### config.mk
export PLATFORM = sky130hd
export DESIGN_NAME = onehot_key_encoder
export DESIGN_NICKNAME = d
export VERILOG_FILES = /design/src/rtl/key_enc_pkg.sv /design/src/rtl/sync_2ff.sv /design/src/rtl/onehot_key_encoder.sv
export SDC_FILE = /design/constraint.sdc
export NUM_CORES = 1
export LEC_CHECK = 0
export ABC_AREA = 1
export BUFFER_PORTS_ARGS = -buffer_cell sky130_fd_sc_hd__buf_2
export CAP_MARGIN = 5
export CELL_PAD_IN_SITES_DETAIL_PLACEMENT = 0
export CELL_PAD_IN_SITES_GLOBAL_PLACEMENT = 1
export CORE_ASPECT_RATIO = 0.8
export CORE_MARGIN = 2
export CORE_UTILIZATION = 25
export CTS_BUF_LIST = sky130_fd_sc_hd__clkbuf_4
export CTS_CLUSTER_SIZE = 30
export DETAILED_ROUTE_END_ITERATION = 7
export GPL_TIMING_DRIVEN = 0
export PLACE_DENSITY_LB_ADDON = 0.1
export RECOVER_POWER = 50
export SETUP_SLACK_MARGIN = 0.02
export SLEW_MARGIN = 30
export SYNTH_ARGS = -nofsm -noshare
export SYNTH_HDL_FRONTEND = slang
export SYNTH_HIERARCHICAL = 1
export SYNTH_SLANG_ARGS = --single-unit
### constraint.sdc
create_clock -name iCLK -period 7.1 [get_ports iCLK]
set_input_delay 1.065 -clock iCLK [delete_from_list [all_inputs] [get_ports iCLK]]
set_output_delay 1.065 -clock iCLK [all_outputs]
set_load 0.05 [all_outputs]
### src/rtl/key_enc_pkg.sv
// Shared types, sizes and the one-hot encode helper for the key encoder.
package key_enc_pkg;

    localparam int unsigned NUM_KEYS = 10;
    localparam int unsigned CODE_W   = 4;
    localparam logic [CODE_W-1:0] ERR_CODE = 4'hF;

    typedef enum logic [1:0] {
        IDLE,
        DEBOUNCE,
        EMIT,
        RELEASE
    } state_t;

    typedef struct packed {
        logic              err;
        logic [CODE_W-1:0] code;
    } enc_t;

    // Anything other than exactly one set bit encodes as ERR_CODE with err set.
    function automatic enc_t encode_onehot(input logic [NUM_KEYS-1:0] keys);
        enc_t        res;
        int unsigned ones;
        ones     = 0;
        res.err  = 1'b0;
        res.code = '0;
        for (int unsigned i = 0; i < NUM_KEYS; i++) begin
            if (keys[i]) begin
                ones     = ones + 1;
                res.code = CODE_W'(i);
            end
        end
        if (ones != 1) begin
            res.err  = 1'b1;
            res.code = ERR_CODE;
        end
        return res;
    endfunction

endpackage

### src/rtl/sync_2ff.sv
// Two-stage synchroniser with synchronous active-high reset.
module sync_2ff #(
    parameter int unsigned WIDTH = 1
) (
    input  logic             clk_i,
    input  logic             rst_i,
    input  logic [WIDTH-1:0] d_i,
    output logic [WIDTH-1:0] q_o
);

    logic [WIDTH-1:0] meta_q;
    logic [WIDTH-1:0] sync_q;

    always_ff @(posedge clk_i) begin
        if (rst_i) begin
            meta_q <= '0;
            sync_q <= '0;
        end else begin
            meta_q <= d_i;
            sync_q <= meta_q;
        end
    end

    assign q_o = sync_q;

endmodule

### src/rtl/onehot_key_encoder.sv
// Debounced 10-to-4 key encoder; one valid/ready event per press, error code on multi-hot.
module onehot_key_encoder
    import key_enc_pkg::*;
#(
    parameter int unsigned DEBOUNCE_CYC = 4
) (
    input  logic                iCLK,
    input  logic                iRST,
    input  logic [NUM_KEYS-1:0] iKEY,
    output logic [CODE_W-1:0]   oCODE,
    output logic                oERR,
    output logic                oVALID,
    input  logic                iREADY
);

    localparam int unsigned CNT_W = $clog2(DEBOUNCE_CYC + 1);
    localparam logic [CNT_W-1:0] CNT_LAST = CNT_W'(DEBOUNCE_CYC - 1);
    localparam logic [CNT_W-1:0] CNT_MAX  = '1;
    localparam logic [CNT_W-1:0] CNT_ONE  = CNT_W'(1);

    logic [NUM_KEYS-1:0] s;
    state_t              state_q;
    logic [NUM_KEYS-1:0] cand_q;
    logic [CNT_W-1:0]    cnt_q;
    logic [CNT_W-1:0]    cnt_inc;
    enc_t                enc;

    sync_2ff #(
        .WIDTH(NUM_KEYS)
    ) u_sync (
        .clk_i(iCLK),
        .rst_i(iRST),
        .d_i  (iKEY),
        .q_o  (s)
    );

    assign cnt_inc = (cnt_q == CNT_MAX) ? cnt_q : cnt_q + CNT_ONE;
    assign enc     = encode_onehot(cand_q);

    always_ff @(posedge iCLK) begin
        if (iRST) begin
            state_q <= IDLE;
            cand_q  <= '0;
            cnt_q   <= '0;
            oCODE   <= '0;
            oERR    <= 1'b0;
            oVALID  <= 1'b0;
        end else begin
            case (state_q)
                IDLE: begin
                    if (s != '0) begin
                        cand_q  <= s;
                        cnt_q   <= CNT_ONE;
                        state_q <= DEBOUNCE;
                    end
                end
                DEBOUNCE: begin
                    if (s == cand_q) begin
                        if (cnt_q == CNT_LAST) begin
                            oCODE   <= enc.code;
                            oERR    <= enc.err;
                            oVALID  <= 1'b1;
                            state_q <= EMIT;
                        end else begin
                            cnt_q <= cnt_inc;
                        end
                    end else if (s == '0) begin
                        state_q <= IDLE;
                    end else begin
                        cand_q <= s;
                        cnt_q  <= CNT_ONE;
                    end
                end
                EMIT: begin
                    // Key activity is deliberately ignored here: no queueing of events.
                    if (iREADY) begin
                        oVALID  <= 1'b0;
                        cnt_q   <= '0;
                        state_q <= RELEASE;
                    end
                end
                RELEASE: begin
                    if (s == '0) begin
                        cnt_q <= cnt_inc;
                        if (cnt_q == CNT_LAST) begin
                            state_q <= IDLE;
                        end
                    end else begin
                        cnt_q <= '0;
                    end
                end
                default: state_q <= IDLE;
            endcase
        end
    end

endmodule

==> results of run 1 <==
[power groups by stage]
stage	registers (mW)	logic (mW)	clock network [mW]
floorplan	0.262	0.230	0
CTS	0.261	0.288	0.128
global placement	0.267	0.286	0
detailed placement	0.267	0.287	0
global route	0.264	0.338	0.137
finish	0.261	0.282	0.121
[flip-flops by register name, indices dropped and copies added (netlist names), named ones only]
register	flops
u_sync/meta_q	10
cnt_q	3
oERR	1
cand_q	10
state_q	1
oVALID	1
u_sync/q_o	10
oCODE	4
[tightest hold or removal path: stages (launching register included)]
cell	delay, ps
dfxtp_1	320
inv_1	40
nor2_1	30
[per-stage QoR]
step	setup slack, ps	utilization	instances	hold slack, ps	total power [mW]
2_1_floorplan	2140	-	398	388	0.492
3_3_place_gp	1630	0.284	555	394	0.553
3_5_place_dp	1620	0.284	555	397	0.554
4_1_cts	1560	0.290	563	415	0.678
5_1_grt	1050	0.288	563	425	0.738
6_report	1630	0.288	563	413	0.664
[cell families after synthesis]
family                     synth area share
and+or+nand+nor                       0.384
adders and majority gates            0.0468
AOI/OAI and AO/OA                     0.107
DFF                                   0.307
xor gates and xnor gates             0.0229
buffers and inverters                 0.133
[final cells by class]
class                      instances  area, µm²
timing repair buffer              17       81.3
multi-input combinational        273       1500
tap                              140        175
clock inverter                     3       22.5
fill                            1221       7350
sequential                        41        821
buffer                             8       55.1
inverter                          76        285
clock buffer                       5       37.5
[final timing paths]
path                                                 end  slack, ps  depth (start not counted)
worst max-delay path                   oERR$_SDFFE_PP0P_       1630                         35
worst min register to register  u_sync/q_o[0]$_SDFF_PP0_        410                          2
worst max register to register         oERR$_SDFFE_PP0P_       1630                         35
worst min-delay path            u_sync/q_o[0]$_SDFF_PP0_        410                          2
[layer usage]
metal	wire length, µm	up-vias	track usage	share of wire
met4	76	0	0.0353	0.013
met3	104	4	0.0182	0.018
met5	0	-	0	0
li1	-	1297	-	-
met1	3250	970	0.153	0.55
met2	2480	17	0.191	0.42
[Yosys cell counts, types with 4 or more instances]
library cell,count,share of area
o21ai_0,21,0.039
nand3_2,12,0.045
nand3_1,23,0.043
xor2_1,4,0.013
nand2_1,72,0.10
a21oi_1,22,0.041
nor2_1,47,0.066
or2_2,5,0.012
inv_1,70,0.098
inv_2,5,0.0070
ha_1,10,0.047
dfxtp_1,41,0.31
nand2_2,20,0.047
buf_6,5,0.021
nand2_4,4,0.017
==> results_dict.tcl, run 1 <==
set metrics [dict create \
    netSwitchingFraction 0.420 \
    wl_um 5910 \
    fin_skew_ps 9.57 \
    synth_edf_count 0 \
    crit_required_ps 7350 \
    finalCriticalPeriod_ps 5470 \
    worst_hold_startpoint "u_sync/meta_q[0]$_SDFF_PP0_" \
    synth_cell_types 37 \
    hold_path.class "flop to flop" \
    crit_family "adder cells" \
    slowest_delay_ps 440 \
    seq_power_share 0.393 \
    area_growth_pct 11.3 \
    synth_nets 421 \
    leakage_nw 1.54 \
    startpoint_type "flop" \
    antenna_found_initial 0 \
    hold_buffers 0 \
    status "complete, no violations" \
    post_cts_buffers 0 \
    num_rows 33 \
    postLayoutCellArea_mm2 0.00298 \
    io_buffers 17 \
    viasPerCell 4.06 \
    crit_type "flop to flop" \
    final_antenna_net_count 0 \
    gp_congestion 0.781 \
    dr.pass1.iters 4 \
    synth_cells 398 \
    grt_usage 0.114 \
    syn_area_mm2 0.00267 \
    core_mm2 0.0103 \
    pwr-share-comb 0.425 \
    cts_tree "done" \
    n_antenna_cell 0 \
    num_vias 2288 \
    p_per_area_mw_per_mm2 223 \
    final_common_cell "nand2_1" \
    synth_ff_type "dfxtp_1" \
    rsz0062_at_grt "no" \
    fp.dieW_um 120 \
    cts_max_level 2 \
    arrival_ps 5720 \
    power.switching_mw 0.279 \
    ys_seq_area_frac 0.307 \
    cts-root-buf "clkbuf_4" \
    drc_errors 0 \
    fmax_mhz 183 \
    critPathCaptureType "flop" \
    hold_violations 0 \
    first_iter_violations 88 \
    dpl_cell_area_mm2 0.00293 \
    grt_start_max_net_pins 15 \
    cts_buffer_depth 2 \
    pwr-share-clk 0.182 \
    crit_start "cand_q[0]$_SDFFE_PP0P_" \
    power.internal_mw 0.385 \
    worst_slew_pin_slew_ps 597 \
    nets 445 \
    drv_cap 0 \
    period_share 0.771 \
    initial_core_util 0.259 \
    numCtsBuffers 5 \
    cp_num_buf_inv 6 \
    clk_pin_slew_ps 130 \
    io_pins 19 \
    setup_viol 0 \
    clock-sinks 41 \
    synthArstFlopShare 0 \
    slowest_stage "dfxtp_1" \
    grt_pass1_wl_um 10600 \
    drt-wirelength-per-cell_um 10.5 \
    gr-total-overflow 0 \
    reg2reg_from "cand_q[0]$_SDFFE_PP0P_" \
    yosysWarnings 6 \
    syn_area_per_cell_um2 6.72 \
    crit_fanout 4 \
    slew_headroom 0.604 \
    final_cell_mix "nand2_1 (72), inv_1 (70), nor2_1 (47)" \
    die-area_mm2 0.0115 \
    cts_resized 0 \
    grt_pass1_vias 2278 \
    dp.final_hpwl_um 4880 \
    drive_gt1_frac 0.184 \
    insertion_delay_ps 350 \
    ys_ff_latch 41 \
    die_h_um 96.5 \
    worst_path_most_repeated_cell "nand2_1" \
    ir_drop_mv 0.102 \
    finalSetupTns_ps 0 \
    maxSlewViolCount 0 \
]
Power figures use the tool's default switching activity.
==> run 2: changes to the inputs <==
- clock period: 7.1 -> 4.4 ns (I/O delays scaled with it)
==> run 2 against run 1 <==
Net effect: the run now ends with negative setup slack left; largest power group unchanged; cell count is 8.0% higher; clock skew is 5.9 ps lower; power grew to 2.6 times the previous value; worst hold slack worse by 3.7 ps; routed wire length is 16% higher; die area stayed put; highest routed layer unchanged; clock power grew to 2.6 times the previous value; non-clock buffer count is 45 higher; final area is 25% higher; sequential share of layout area is 5.4 points lower.
==> results_dict.tcl, run 2 (synthesis results as in run 1) <==
set metrics [dict create \
    status "complete, but fails checks" \
    violations "negative setup slack" \
    num_rows 33 \
    die_h_um 96.5 \
    grt_usage 0.127 \
    maxSlewViolCount 0 \
    initial_core_util 0.259 \
    p_per_area_mw_per_mm2 455 \
    nets 490 \
    arrival_ps 4810 \
    grt_start_max_net_pins 15 \
    die-area_mm2 0.0115 \
    power.internal_mw 1.04 \
    top_layer "met4" \
    finalSetupTns_ps -744 \
    timing.hold.ws_ps 409 \
    core_mm2 0.0103 \
    cts_max_level 2 \
    timing.final.ws_setup_ps -157 \
    n_antenna_cell 0 \
    io_buffers 17 \
    wl_um 6860 \
    crit_fanout 4 \
    viasPerCell 4.22 \
    antenna_found_initial 0 \
    period_share 1.04 \
    hold_violations 0 \
    netSwitchingFraction 0.384 \
    drt-wirelength-per-cell_um 11.3 \
    seq_power_share 0.250 \
    final_cell_mix "inv_1 (62), nand2_1 (51), nor2_1 (43)" \
    fin_cells 608 \
    crit_required_ps 4650 \
    dpl_cell_area_mm2 0.00297 \
    met1_length_um 3460 \
    crit_type "flop to flop" \
    clk_pin_slew_ps 130 \
    power.switching_mw 0.650 \
    fmax_mhz 219 \
    cts-root-buf "clkbuf_4" \
    area_growth_pct 39.2 \
    setup_viol 5 \
    numCtsBuffers 5 \
    clock-sinks 41 \
    worst_slew_pin_slew_ps 588 \
    route.met2.wl_um 3210 \
    gr-total-overflow 0 \
    final_antenna_net_count 0 \
    num_vias 2566 \
    pwr-share-clk 0.187 \
    cts_tree "done" \
    dp.final_hpwl_um 4850 \
    drive_gt1_frac 0.387 \
    fp.dieW_um 120 \
    io_pins 19 \
    leakage_nw 1.86 \
    rsz0062_at_grt "yes" \
    dp.cells 555 \
    dr.pass1.iters 4 \
    slew_headroom 0.610 \
    hold_buffers 0 \
    cts_buffer_depth 2 \
    pwr-share-comb 0.563 \
    first_iter_violations 84 \
    hold_path.class "flop to flop" \
    slowest_stage "dfxtp_2" \
    n_fill_cell 1124 \
    met3_length_um 132 \
    grt_pass1_vias 2523 \
    gp_congestion 0.781 \
    insertion_delay_ps 360 \
    startpoint_type "flop" \
    grt_pass1_wl_um 11900 \
    postLayoutCellArea_mm2 0.00372 \
    worst_path_most_repeated_cell "nand2_4" \
    finalCriticalPeriod_ps 4560 \
    fin_skew_ps 3.65 \
    critPathCaptureType "flop" \
    final_common_cell "inv_1" \
    slowest_delay_ps 380 \
    ir_drop_mv 0.154 \
    drv_cap 0 \
    drc_errors 0 \
]
-- run 2: worst paths after layout --
path                               startpoint                        to  slack, ps  cells past startpoint
setup / recovery       cand_q[1]$_SDFFE_PP0P_     oCODE[3]$_SDFFE_PP0P_       -160                     35
setup reg to reg       cand_q[1]$_SDFFE_PP0P_     oCODE[3]$_SDFFE_PP0P_       -160                     35
hold / removal    u_sync/meta_q[9]$_SDFF_PP0_  u_sync/q_o[9]$_SDFF_PP0_        410                      2
hold reg to reg   u_sync/meta_q[9]$_SDFF_PP0_  u_sync/q_o[9]$_SDFF_PP0_        410                      2
-- run 2: metal layers --
metal  up-vias  GRT usage
met2        20      0.230
met1      1161      0.164
met5         -          0
li1       1381          -
met3         4     0.0164
met4         0     0.0265
-- run 2: power groups by stage --
| stage | clock (mW) | sequential [mW] | combinational, mW |
|---|---|---|---|
| 5_1_grt | 0.341 | 0.427 | 1.05 |
| 3_5_place_dp | 0 | 0.431 | 0.492 |
| 2_1_floorplan | 0 | 0.423 | 0.395 |
| 6_report | 0.318 | 0.423 | 0.954 |
| 4_1_cts | 0.327 | 0.422 | 0.825 |
| 3_3_place_gp | 0 | 0.431 | 0.488 |
-- run 2: repair_timing --
item	in CTS	in global routing
endpoints found under the setup margin	5	5
pin swaps	22	38
gates cloned	0	0
setup buffers	48	3
gates resized for setup	36	39
-- run 2: through the flow --
step,power [mW],utilization,setup slack (ps)
6_report,1.69,0.361,-157
2_1_floorplan,0.818,-,-184
3_3_place_gp,0.919,0.288,-624
5_1_grt,1.82,0.361,-403
3_5_place_dp,0.923,0.288,-621
4_1_cts,1.57,0.349,-152
-- run 2: layout make-up --
type                    count  area, µm²  area share
repair buffers             62        433       0.116
plain buffers               8       55.1      0.0148
well taps                 140        175      0.0471
flip-flops and latches     41        826       0.222
inverters                  76        290      0.0780
clock inverters             3       68.8      0.0185
clock buffers               5       37.5      0.0101
multi-input cells         273       1840       0.493
-- run 2: worst max-delay path, delay by kind of cell, from the launching register on --
family                     cells  cell delay (ps)
AOI/OAI and AO/OA              1               70
adders and majority gates      8             1910
and+or+nand+nor               20             1770
buffers and inverters          6              320
DFF                            1              380
==> run 3: changes to the inputs <==
- CORE_UTILIZATION: 25 -> 41
- HOLD_SLACK_MARGIN: not set -> 0.15
- PLACE_DENSITY: not set -> 0.82
- PLACE_DENSITY_LB_ADDON: 0.1 -> not set
==> run 3 against run 2 <==
Net effect: the run still ends with negative setup slack left; via count is 2.4% higher; first-iteration DRC count is 17% lower; worst hold slack worse by 4.9 ps; sequential cell count stayed put; register-to-register slack better by 40 ps; critical path depth stayed put; core utilization is 20 points higher; sequential share of layout area is 1.0 points higher; clock power is 40% lower; global-route usage is 5.6 points higher; fmax is 0.97% higher; die area is 38% lower; critical path type unchanged; critical endpoint is now oERR$_SDFFE_PP0P_.
==> results_dict.tcl, run 3 (synthesis results as in run 1) <==
set metrics [dict create \
    dpl_cell_area_mm2 0.00290 \
    worst_slew_pin_slew_ps 595 \
    gr-total-overflow 0 \
    fp.dieW_um 94.3 \
    io_buffers 17 \
    final_common_cell "inv_1" \
    r2r_setup_slack_ps -110 \
    die_h_um 76.2 \
    core_mm2 0.00634 \
    grt_usage 0.183 \
    insertion_delay_ps 350 \
    cts_max_level 2 \
    setup_viol 5 \
    io_pins 19 \
    timing.final.ws_setup_ps -113 \
    final_antenna_net_count 0 \
    leakage_nw 1.82 \
    grt_pass1_vias 2446 \
    postLayoutCellArea_mm2 0.00356 \
    crit_fanout 3 \
    ir_drop_mv 0.215 \
    initial_core_util 0.421 \
    n_antenna_cell 0 \
    fmax_mhz 222 \
    post-route-util 0.562 \
    rsz0062_at_grt "yes" \
    drc_errors 0 \
    numCtsBuffers 5 \
    violations "negative setup slack" \
    drive_gt1_frac 0.371 \
    finalCriticalPeriod_ps 4510 \
    wl_um 6470 \
    num_rows 26 \
    critical_path.endpoint "oERR$_SDFFE_PP0P_" \
    antenna_found_initial 0 \
    grt_pass1_wl_um 10900 \
    clk_pin_slew_ps 130 \
    arrival_ps 4780 \
    hold_buffers 0 \
    gp_congestion 0.775 \
    finalPower_mw 1.49 \
    cts_tree "done" \
    hold_violations 0 \
    worstReg2RegEnd "oERR$_SDFFE_PP0P_" \
    slew_headroom 0.605 \
    dr.pass1.iters 4 \
    fin_skew_ps 11.0 \
    nets 491 \
    critPathCaptureType "flop" \
    die-area_mm2 0.00719 \
    p_per_area_mw_per_mm2 419 \
    cts_buffer_depth 2 \
    cts-root-buf "clkbuf_4" \
    reg2reg_from "cand_q[1]$_SDFFE_PP0P_" \
    dp.final_hpwl_um 4130 \
    final_cell_mix "inv_1 (62), nand2_1 (54), nor2_1 (46)" \
    r2r_cells 35 \
    n_fill_cell 608 \
    slowest_stage "dfxtp_2" \
    timing.hold.ws_ps 404 \
    crit_type "flop to flop" \
    hold_path.class "flop to flop" \
    slowest_delay_ps 370 \
    drv_cap 0 \
    maxSlewViolCount 0 \
    first_iter_violations 70 \
    clock-sinks 41 \
    status "complete, but fails checks" \
    drt-wirelength-per-cell_um 11.7 \
    viasPerCell 4.75 \
    area_growth_pct 33.2 \
    startpoint_type "flop" \
    period_share 1.03 \
    grt_start_max_net_pins 15 \
    crit_start "cand_q[1]$_SDFFE_PP0P_" \
    num_vias 2627 \
    crit_required_ps 4660 \
]
run 3: cell count changes in the layout (fill, tap and decap cells not counted), moves of 2 or more:
| cell | before | now |
|---|---|---|
| clkinvlp_4 | 0 | 3 |
| nand2_2 | 29 | 27 |
| nor2_2 | 5 | 3 |
| bufinv_16 | 2 | 0 |
| nor2_1 | 43 | 46 |
| nand3_4 | 6 | 4 |
| nand2_1 | 51 | 54 |
run 3: layout make-up:
cell class	count	area, µm²	area share
multi-input cells	273	1790	0.501
flip-flops and latches	41	826	0.232
repair buffers	63	440	0.124
inverters	76	290	0.0815
well taps	84	105	0.0295
plain buffers	8	55.1	0.0155
clock buffers	5	37.5	0.0105
clock inverters	3	22.5	0.00632
run 3: worst min path at each step:
stage,startpoint,end,slack [ps],cells past startpoint
floorplan,u_sync/meta_q[0]$_SDFF_PP0_,u_sync/q_o[0]$_SDFF_PP0_,390,2
CTS,u_sync/meta_q[1]$_SDFF_PP0_,u_sync/q_o[1]$_SDFF_PP0_,410,2
detailed placement,u_sync/meta_q[0]$_SDFF_PP0_,u_sync/q_o[0]$_SDFF_PP0_,390,2
finish,u_sync/meta_q[1]$_SDFF_PP0_,u_sync/q_o[1]$_SDFF_PP0_,400,2
global route,u_sync/meta_q[1]$_SDFF_PP0_,u_sync/q_o[1]$_SDFF_PP0_,420,2
global placement,u_sync/meta_q[9]$_SDFF_PP0_,u_sync/q_o[9]$_SDFF_PP0_,390,2
run 3: timing repair:
action | CTS | global route
pin swaps | 35 | 31
resized for setup | 39 | 22
endpoints found under the setup margin | 5 | 5
setup buffers | 46 | 6
hold endpoints to repair | 0 | 0
run 3: through the flow:
stage                     TNS [ps]  cells  setup WS (ps)
after global routing         -1590    553           -334
final                         -475    553           -113
after global placement       -2570    499           -528
after floorplan               -889    398           -184
after detailed placement     -2700    499           -555
after CTS                     -839    551           -182
run 3: per-layer routing:
layer  up-vias  wire length, µm  GRT usage
li1       1388                -          -
met4         0              146     0.0420
met5         -                0          0
met3        14              179     0.0277
met1      1185             3030      0.237
met2        40             3110      0.319
run 3: where the power goes:
group          switching (mW)  leakage [nW]  internal (mW)  total [mW]
Combinational           0.457          1.46          0.422       0.879
Clock                   0.130        0.0234         0.0618       0.192
Sequential             0.0263         0.338          0.397       0.423
run 3: worst max-delay path: cells and delay by family (launching register included):
family,cells,cell delay (ps)
flip-flops,1,370
adder cells (fa/ha/maj),8,1780
AO/OA/AOI/OAI,2,230
buffers and inverters,6,320
AND/OR/NAND/NOR,19,1690
